### config.mk
export PLATFORM = sky130hd
export DESIGN_NAME = cla_seq_adder
export DESIGN_NICKNAME = d
export VERILOG_FILES = /design/src/rtl/cla_pkg.sv /design/src/rtl/cla4_slice.sv /design/src/rtl/cla_seq_adder.sv
export SDC_FILE = /design/constraint.sdc
export NUM_CORES = 1
export LEC_CHECK = 0
export ABC_CLOCK_PERIOD_IN_PS = 3700
export BUFFER_PORTS_ARGS = -buffer_cell sky130_fd_sc_hd__buf_2
export CAP_MARGIN = 20
export CORE_MARGIN = 2
export CORE_UTILIZATION = 25
export CTS_CLUSTER_DIAMETER = 60
export DETAILED_ROUTE_END_ITERATION = 16
export GPL_ROUTABILITY_DRIVEN = 0
export GPL_TIMING_DRIVEN = 0
export SLEW_MARGIN = 0
export SYNTH_ARGS = -nofsm -noshare
export SYNTH_HDL_FRONTEND = slang
export SYNTH_SLANG_ARGS = --single-unit
### constraint.sdc
create_clock -name clk_i -period 3.7 [get_ports clk_i]
set_clock_uncertainty 0.1 [all_clocks]
set_input_delay 0.185 -clock clk_i [delete_from_list [all_inputs] [get_ports clk_i]]
set_output_delay 0.185 -clock clk_i [all_outputs]
set_load 0.03 [all_outputs]
### src/rtl/cla_pkg.sv
// Shared definitions for the serial carry-lookahead adder.
//   NIBBLE_W : width of the lookahead slice processed per cycle.
//   state_e  : control FSM states (idle / busy / done).
package cla_pkg;

  localparam int unsigned NIBBLE_W = 4;

  typedef enum logic [1:0] {
    StIdle,
    StBusy,
    StDone
  } state_e;

endpackage

### src/rtl/cla4_slice.sv
// 4-bit carry-lookahead adder slice.
//   a_i, b_i : 4-bit addend nibbles
//   cin_i    : carry into bit 0
//   sum_o    : 4-bit sum
//   cout_o   : carry out of bit 3
//   c3_o     : carry into bit 3 (used for signed overflow on the top nibble)
module cla4_slice
  import cla_pkg::*;
(
  input  logic [NIBBLE_W-1:0] a_i,
  input  logic [NIBBLE_W-1:0] b_i,
  input  logic                cin_i,
  output logic [NIBBLE_W-1:0] sum_o,
  output logic                cout_o,
  output logic                c3_o
);

  logic [NIBBLE_W-1:0] g;
  logic [NIBBLE_W-1:0] p;
  logic [NIBBLE_W:0]   c;

  assign g = a_i & b_i;
  assign p = a_i ^ b_i;

  // Every carry is a flat sum-of-products of g/p and cin; no ripple path.
  assign c[0] = cin_i;
  assign c[1] = g[0] | (p[0] & cin_i);
  assign c[2] = g[1] | (p[1] & g[0]) | (p[1] & p[0] & cin_i);
  assign c[3] = g[2] | (p[2] & g[1]) | (p[2] & p[1] & g[0]) | (p[2] & p[1] & p[0] & cin_i);
  assign c[4] = g[3] | (p[3] & g[2]) | (p[3] & p[2] & g[1]) | (p[3] & p[2] & p[1] & g[0])
              | (p[3] & p[2] & p[1] & p[0] & cin_i);

  assign sum_o  = p ^ c[NIBBLE_W-1:0];
  assign cout_o = c[4];
  assign c3_o   = c[3];

endmodule

### src/rtl/cla_seq_adder.sv
// Serial adder: WIDTH-bit operands are summed one nibble per cycle (LSB first) through a
// single 4-bit lookahead slice with a registered inter-nibble carry.
//   clk_i, rst_i       : clock, asynchronous active-high reset
//   start_valid_i/ready_o : operand handshake; a_i, b_i, cin_i sampled on accept
//   res_valid_o/ready_i   : result handshake; sum_o, cout_o, ovf_o held while valid
// WIDTH must be a multiple of 4 and at least 8.
module cla_seq_adder
  import cla_pkg::*;
#(
  parameter int unsigned WIDTH = 16
) (
  input  logic             clk_i,
  input  logic             rst_i,
  input  logic             start_valid_i,
  output logic             start_ready_o,
  input  logic [WIDTH-1:0] a_i,
  input  logic [WIDTH-1:0] b_i,
  input  logic             cin_i,
  output logic             res_valid_o,
  input  logic             res_ready_i,
  output logic [WIDTH-1:0] sum_o,
  output logic             cout_o,
  output logic             ovf_o
);

  localparam int unsigned Nibbles = WIDTH / NIBBLE_W;
  localparam int unsigned IdxW    = $clog2(Nibbles);
  localparam logic [IdxW-1:0] LastIdx = IdxW'(Nibbles - 1);

  state_e             state_q;
  logic [IdxW-1:0]    idx_q;
  logic               carry_q;
  logic [WIDTH-1:0]   a_q;
  logic [WIDTH-1:0]   b_q;
  logic [WIDTH-1:0]   sum_q;
  logic               cout_q;
  logic               ovf_q;
  logic               res_valid_q;

  logic [NIBBLE_W-1:0] nib_a;
  logic [NIBBLE_W-1:0] nib_b;
  logic [NIBBLE_W-1:0] nib_sum;
  logic                nib_cout;
  logic                nib_c3;

  assign nib_a = a_q[idx_q*NIBBLE_W +: NIBBLE_W];
  assign nib_b = b_q[idx_q*NIBBLE_W +: NIBBLE_W];

  cla4_slice u_slice (
    .a_i    (nib_a),
    .b_i    (nib_b),
    .cin_i  (carry_q),
    .sum_o  (nib_sum),
    .cout_o (nib_cout),
    .c3_o   (nib_c3)
  );

  always_ff @(posedge clk_i or posedge rst_i) begin
    if (rst_i) begin
      state_q     <= StIdle;
      idx_q       <= '0;
      carry_q     <= 1'b0;
      a_q         <= '0;
      b_q         <= '0;
      sum_q       <= '0;
      cout_q      <= 1'b0;
      ovf_q       <= 1'b0;
      res_valid_q <= 1'b0;
    end else begin
      unique case (state_q)
        StIdle: begin
          if (start_valid_i) begin
            a_q     <= a_i;
            b_q     <= b_i;
            carry_q <= cin_i;
            idx_q   <= '0;
            sum_q   <= '0;
            cout_q  <= 1'b0;
            ovf_q   <= 1'b0;
            state_q <= StBusy;
          end
        end
        StBusy: begin
          sum_q[idx_q*NIBBLE_W +: NIBBLE_W] <= nib_sum;
          carry_q <= nib_cout;
          idx_q   <= idx_q + IdxW'(1);
          if (idx_q == LastIdx) begin
            cout_q      <= nib_cout;
            ovf_q       <= nib_c3 ^ nib_cout;
            res_valid_q <= 1'b1;
            state_q     <= StDone;
          end
        end
        StDone: begin
          if (res_ready_i) begin
            res_valid_q <= 1'b0;
            state_q     <= StIdle;
          end
        end
        default: state_q <= StIdle;
      endcase
    end
  end

  // Gated by rst_i so the block never advertises readiness while held in reset.
  assign start_ready_o = (state_q == StIdle) & ~rst_i;
  assign res_valid_o   = res_valid_q;
  assign sum_o         = sum_q;
  assign cout_o        = cout_q;
  assign ovf_o         = ovf_q;

endmodule

==> impl_metrics.json, run 1 <==
{
  "dp_worst_setup_slack_ns": 0.8083,
  "clockBufferDepth": 2,
  "status": "finished, final reports clean",
  "start_kind": "register",
  "wl_per_cell_um": 13.29,
  "maxSlewHeadroom": 0.6153,
  "max_freq_mhz": 346.6,
  "drive_gt1_frac": 0.2514,
  "p_sw_frac": 0.4684,
  "synth_nets": 311,
  "drv_slew": 0,
  "critPathLaunch": "idx_q[0]",
  "comb_power_share": 0.571,
  "post-route-util": 0.3454,
  "hold_start": "start_valid_i",
  "post-dp-hpwl_mm": 4.782,
  "routed_wirelength_mm": 6.618,
  "fillCellCount": 1103,
  "r2r-start": "idx_q[0]",
  "ys.warnings.count": 0,
  "maxCapViolations": 0,
  "io_buffers": 56,
  "power_uw": 3227,
  "worst_pin_slew_ns": 0.5730,
  "p_switching_uw": 1512,
  "seq_power_share": 0.325,
  "drt-pass1-iter-count": 4,
  "hold_viol": 0,
  "drtIter0Drc": 109,
  "ys_ff_latch": 56,
  "yosysSeqAreaShare": 0.5221,
  "cp.arrival_ns": 3.04,
  "power_density_mw_per_mm2": 900.9,
  "netlist_area_mm2": 0.002684,
  "cts_root_buffer": "clkbuf_8",
  "leakage_uw": 0.001846,
  "setup_violations": 0,
  "htreeDepth": 2,
  "grt_max_degree": 42,
  "fin_setup_tns_ns": 0,
  "fin_crit_sh": 0.7797,
  "ant_nets": 0,
  "grt_usage": 0.1243,
  "vdd_drop_max_uv": 311.8,
  "yosysUniqueCellTypes": 36,
  "n_antenna_cell": 0,
  "synth.avg_cell_area_um2": 10.20,
  "rsz0062_at_grt": "false",
  "coreArea_mm2": 0.01037,
  "cts_num_sinks": 56,
  "clock_latency_ns": 0.31,
  "nNetsFinal": 409,
  "pin_count": 57,
  "cp.required_ns": 3.85,
  "p_int_uw": 1716,
  "dieArea_mm2": 0.01158,
  "start_util": 0.2588,
  "area.growth.synth_to_final_pct": 33.47,
  "die_width_um": 107.6,
  "power_frac_clock": 0.104,
  "cp_max_fo": 10,
  "overflow": 0,
  "layout_min_cycle_time_ns": 2.885,
  "vias": 2166,
  "critPathCaptureType": "register",
  "synth_top_cell_area_share": 0.5221,
  "drc_errors": 0,
  "path_clk_slew_ns": 0.09,
  "min_path_type": "in2reg",
  "synth.area.top_cells": "dfrtp_1 52%, nand2_1 16%, mux4_2 6.7%",
  "crit_type": "reg2reg",
  "cts_buffers": 5,
  "antenna_found_initial": 0,
  "cts_tree": "done",
  "first_global_vias": 2222,
  "vias_per_cell": 4.349,
  "setup_ws_ns": 0.8149,
  "rows": 37,
  "yosysTopAreaCell": "dfrtp_1",
  "synth_cells": 263,
  "die_h_um": 107.6,
  "grt_pass1_wl_mm": 11.17
}
-- metrics by stage --
step           area, um^2  cells  hold slack [ns]
2_1_floorplan        2684    263           0.1713
3_3_place_gp         3134    455           0.2763
3_5_place_dp         3154    456          0.08192
4_1_cts              3582    498           0.1632
5_1_grt              3582    498           0.2233
6_report             3582    498           0.1782
-- critical path: stages (launching register included) --
cell and delay [ns]:
dfrtp_1 0.54, buf_4 0.30, mux4_2 0.59, ha_1 0.34
a41oi_1 0.26, o21ai_2 0.12, xor2_1 0.39, a22o_1 0.19
-- kinds of logic after synthesis --
logic type,after synthesis,share of synthesized area
xor gates and xnor gates,3,0.009792
adders and majority gates,11,0.05408
buffers and inverters,16,0.03030
and+or+nand+nor,132,0.2131
muxes,9,0.07086
DFF,56,0.5221
AOI/OAI and AO/OA,36,0.09976
-- repair_timing --
action | CTS | global route
gates resized for setup | 0 | 0
hold endpoints to repair | 48 | 0
hold buffers | 34 | 0
buffers inserted | 0 | 0
-- registers in the layout (all words and copies together) (netlist names), 2 cells and up --
signal   count
a_q         16
b_q         16
sum_o       16
idx_q        2
state_q      2
-- path summary, 6_finish.rpt --
check | to | slack [ns] | cells past startpoint
worst min-delay path | carry_q | 0.18 | 4
worst min register to register | a_q[6] | 0.38 | 2
min in group asynchronous | sum_o[14] | 0.29 | 3
worst max register to register | sum_o[15] | 0.81 | 7
worst max-delay path | sum_o[15] | 0.81 | 7
max in group asynchronous | a_q[9] | 2.69 | 4
-- per-layer routing --
metal | vias to the layer above | GRT usage | share of wire
met3 | 8 | 0.02361 | 0.039
li1 | 1080 | - | -
met4 | 0 | 0.02747 | 0.0098
met5 | - | 0 | 0
met1 | 1026 | 0.1697 | 0.47
met2 | 52 | 0.2049 | 0.49
-- synth_stat cells, drive strengths merged --
master	number
nor4	1
nor4b	1
clkbuf	1
and3	1
ha	10
nand3	1
nor2	6
nand2b	2
mux2i	1
and2b	1
and3b	1
nor2b	1
inv	5
xor2	2
xnor2	1
nand2	114
buf	10
a22o	16
a21o	1
fa	1
nor3	2
o21ai	6
a31o	1
o31ai	2
a21oi	5
mux4	8
and2	1
a21boi	1
a32oi	1
o22ai	2
dfrtp	56
a41oi	1
-- power by group through the flow --
| stage | Combinational (uW) | Sequential [uW] | Clock, uW |
|---|---|---|---|
| after floorplan | 1190 | 1170 | 0 |
| after global placement | 1790 | 1050 | 0 |
| after detailed placement | 1830 | 1070 | 0 |
| after CTS | 1860 | 1050 | 348 |
| after global routing | 2040 | 1090 | 379 |
| final | 1840 | 1050 | 334 |
-- cell type report --
cell class	instances	area, um^2	share of cell area
buffer	11	62.56	0.01746
clock buffer	5	68.82	0.01921
clock inverter	3	18.77	0.005239
inverter	5	18.77	0.005239
multi-input combinational	191	1201	0.3353
sequential	56	1401	0.3912
tap	136	170.2	0.04750
timing repair buffer	91	640.6	0.1788
-- cells in the final DEF (no fill, tap or decap), types with 2 or more instances in the layout --
cell type,netlist,routed
a21oi_1,5,5
a22o_1,16,16
buf_2,8,64
clkbuf_8,0,5
clkinv_2,0,2
dfrtp_1,56,56
dlygate4sd3_1,0,34
ha_1,10,10
inv_1,5,4
mux4_2,8,8
nand2_1,114,114
nand2b_1,2,2
nor2_1,6,6
o21ai_0,5,5
o22ai_1,2,2
o31ai_1,2,2
xor2_1,2,2
No activity file was read; power rests on OpenSTA's default activity.
==> inputs of run 2 (changes only) <==
--- a/config.mk
+++ b/config.mk
@@ -5,7 +5,7 @@
 export SDC_FILE = /design/constraint.sdc
 export NUM_CORES = 1
 export LEC_CHECK = 0
-export ABC_CLOCK_PERIOD_IN_PS = 3700
+export ABC_CLOCK_PERIOD_IN_PS = 2800
 export BUFFER_PORTS_ARGS = -buffer_cell sky130_fd_sc_hd__buf_2
 export CAP_MARGIN = 20
 export CORE_MARGIN = 2
==> constraint.sdc (replaced) <==
create_clock -name clk_i -period 2.8 [get_ports clk_i]
set_clock_uncertainty 0.1 [all_clocks]
set_input_delay 0.14 -clock clk_i [delete_from_list [all_inputs] [get_ports clk_i]]
set_output_delay 0.14 -clock clk_i [all_outputs]
set_load 0.03 [all_outputs]
==> impl_metrics.json, run 2 (same netlist as run 1, synthesis figures left out) <==
{
  "status": "finished, final reports clean",
  "drt-pass1-iter-count": 4,
  "clock_latency_ns": 0.31,
  "min_path_type": "in2reg",
  "top_layer": "met4",
  "worst_pin_slew_ns": 0.5065,
  "cts_root_buffer": "clkbuf_8",
  "nNetsFinal": 409,
  "reg2reg_depth": 7,
  "grt_usage": 0.1245,
  "routed-wl-met3_um": 300,
  "wl_per_cell_um": 13.31,
  "drv_slew": 0,
  "start_kind": "register",
  "drive_gt1_frac": 0.2624,
  "setup_violations": 0,
  "grt_pass1_wl_mm": 11.17,
  "fin_cells": 498,
  "drtIter0Drc": 99,
  "hold_viol": 0,
  "cts_num_sinks": 56,
  "rsz0062_at_grt": "false",
  "p_int_uw": 2324,
  "path_clk_slew_ns": 0.10,
  "whs_ns": 0.1267,
  "layout_min_cycle_time_ns": 2.658,
  "power_density_mw_per_mm2": 1211,
  "maxCapViolations": 0,
  "comb_power_share": 0.581,
  "max_freq_mhz": 376.2,
  "grt_max_degree": 42,
  "coreArea_mm2": 0.01037,
  "final_cell_mix": "114 x nand2_1, 64 x buf_2, 55 x dfrtp_1, 34 x dlygate4sd3_1, 16 x a22o_1",
  "overflow": 0,
  "reg2reg_slack_ns": 0.14,
  "fin_crit_sh": 0.9494,
  "leakage_uw": 0.001856,
  "power_frac_clock": 0.101,
  "die_width_um": 107.6,
  "r2r-start": "idx_q[0]",
  "vias_per_cell": 4.382,
  "placement.cell_area_mm2": 0.003154,
  "cp.required_ns": 2.90,
  "antenna_found_initial": 0,
  "setup_ws_ns": 0.1416,
  "drc_errors": 0,
  "dieArea_mm2": 0.01158,
  "critPathCaptureType": "register",
  "crit_end": "sum_o[10]",
  "rows": 37,
  "critPathLaunch": "idx_q[0]",
  "route.met2.wl_mm": 3.232,
  "seq_power_share": 0.318,
  "maxSlewHeadroom": 0.6612,
  "crit_type": "reg2reg",
  "area.growth.synth_to_final_pct": 34.27,
  "die_h_um": 107.6,
  "clockBufferDepth": 2,
  "p_switching_uw": 2042,
  "wl_met1_mm": 3.029,
  "cts_buffers": 5,
  "cp.arrival_ns": 2.76,
  "pin_count": 57,
  "htreeDepth": 2,
  "cts_tree": "done",
  "cp_max_fo": 10,
  "ant_nets": 0,
  "vias": 2182,
  "fin_area_mm2": 0.003603,
  "p_sw_frac": 0.4677,
  "numPlacedInstances": 456,
  "vdd_drop_max_uv": 473.5,
  "start_util": 0.2588,
  "routed_wirelength_mm": 6.628,
  "dp_worst_setup_slack_ns": -0.09172,
  "io_buffers": 56,
  "power_uw": 4365,
  "final_common_cell": "nand2_1",
  "n_antenna_cell": 0,
  "rr_endpoint": "sum_o[10]",
  "post-dp-hpwl_mm": 4.782,
  "first_global_vias": 2227
}
[run 2: power by group through the flow]
| stage | combinational, uW | clock (uW) | sequential (uW) |
|---|---|---|---|
| floorplan | 1570 | 0 | 1550 |
| global placement | 2370 | 0 | 1390 |
| detailed placement | 2410 | 0 | 1410 |
| CTS | 2540 | 459 | 1400 |
| global route | 2790 | 503 | 1440 |
| finish | 2530 | 441 | 1390 |
[run 2: per-stage QoR]
| step | util | setup TNS, ns |
|---|---|---|
| finish | 0.3475 | 0 |
| global route | 0.3475 | 0 |
| CTS | 0.3470 | 0 |
| detailed placement | 0.3042 | -0.3574 |
| global placement | 0.3022 | -0.1482 |
| floorplan | - | 0 |
[run 2: area by class of cell]
cell class,count,area (um^2)
fill,1096,6766
sequential,56,1403
multi-input combinational,191,1216
timing repair buffer,91,640.6
tap,136,170.2
clock buffer,5,68.82
buffer,11,67.56
clock inverter,3,18.77
inverter,5,18.77
[run 2: worst min path at each step]
| stage | startpoint | end | slack (ns) | cells after the start |
|---|---|---|---|---|
| 2_1_floorplan | res_ready_i | state_q[1] | 0.13 | 1 |
| 5_1_grt | start_valid_i | carry_q | 0.18 | 4 |
| 4_1_cts | start_valid_i | carry_q | 0.12 | 4 |
| 6_report | start_valid_i | carry_q | 0.13 | 4 |
| 3_3_place_gp | b_i[13] | b_q[13] | 0.23 | 3 |
| 3_5_place_dp | rst_i | sum_o[14] | 0.04 | 2 |
[run 2: critical path, cell delays in order, from the launching register on]
cell	delay [ns]
dfrtp_2	0.48
buf_6	0.21
mux4_2	0.58
ha_1	0.34
a21o_1	0.18
a21oi_1	0.25
xnor2_2	0.17
a22o_1	0.23
[run 2: what timing repair did]
item,CTS,global route
hold endpoints to repair,48,0
hold buffers,34,0
setup buffers,0,0
gates resized for setup,3,3
pin swaps,0,0
setup endpoints to repair,8,9
[run 2: per-layer routing]
metal / track usage / up-vias
met4: 0.02747 / 0
met5: 0 / -
li1: - / 1077
met1: 0.1683 / 1039
met2: 0.2071 / 58
met3: 0.02361 / 8
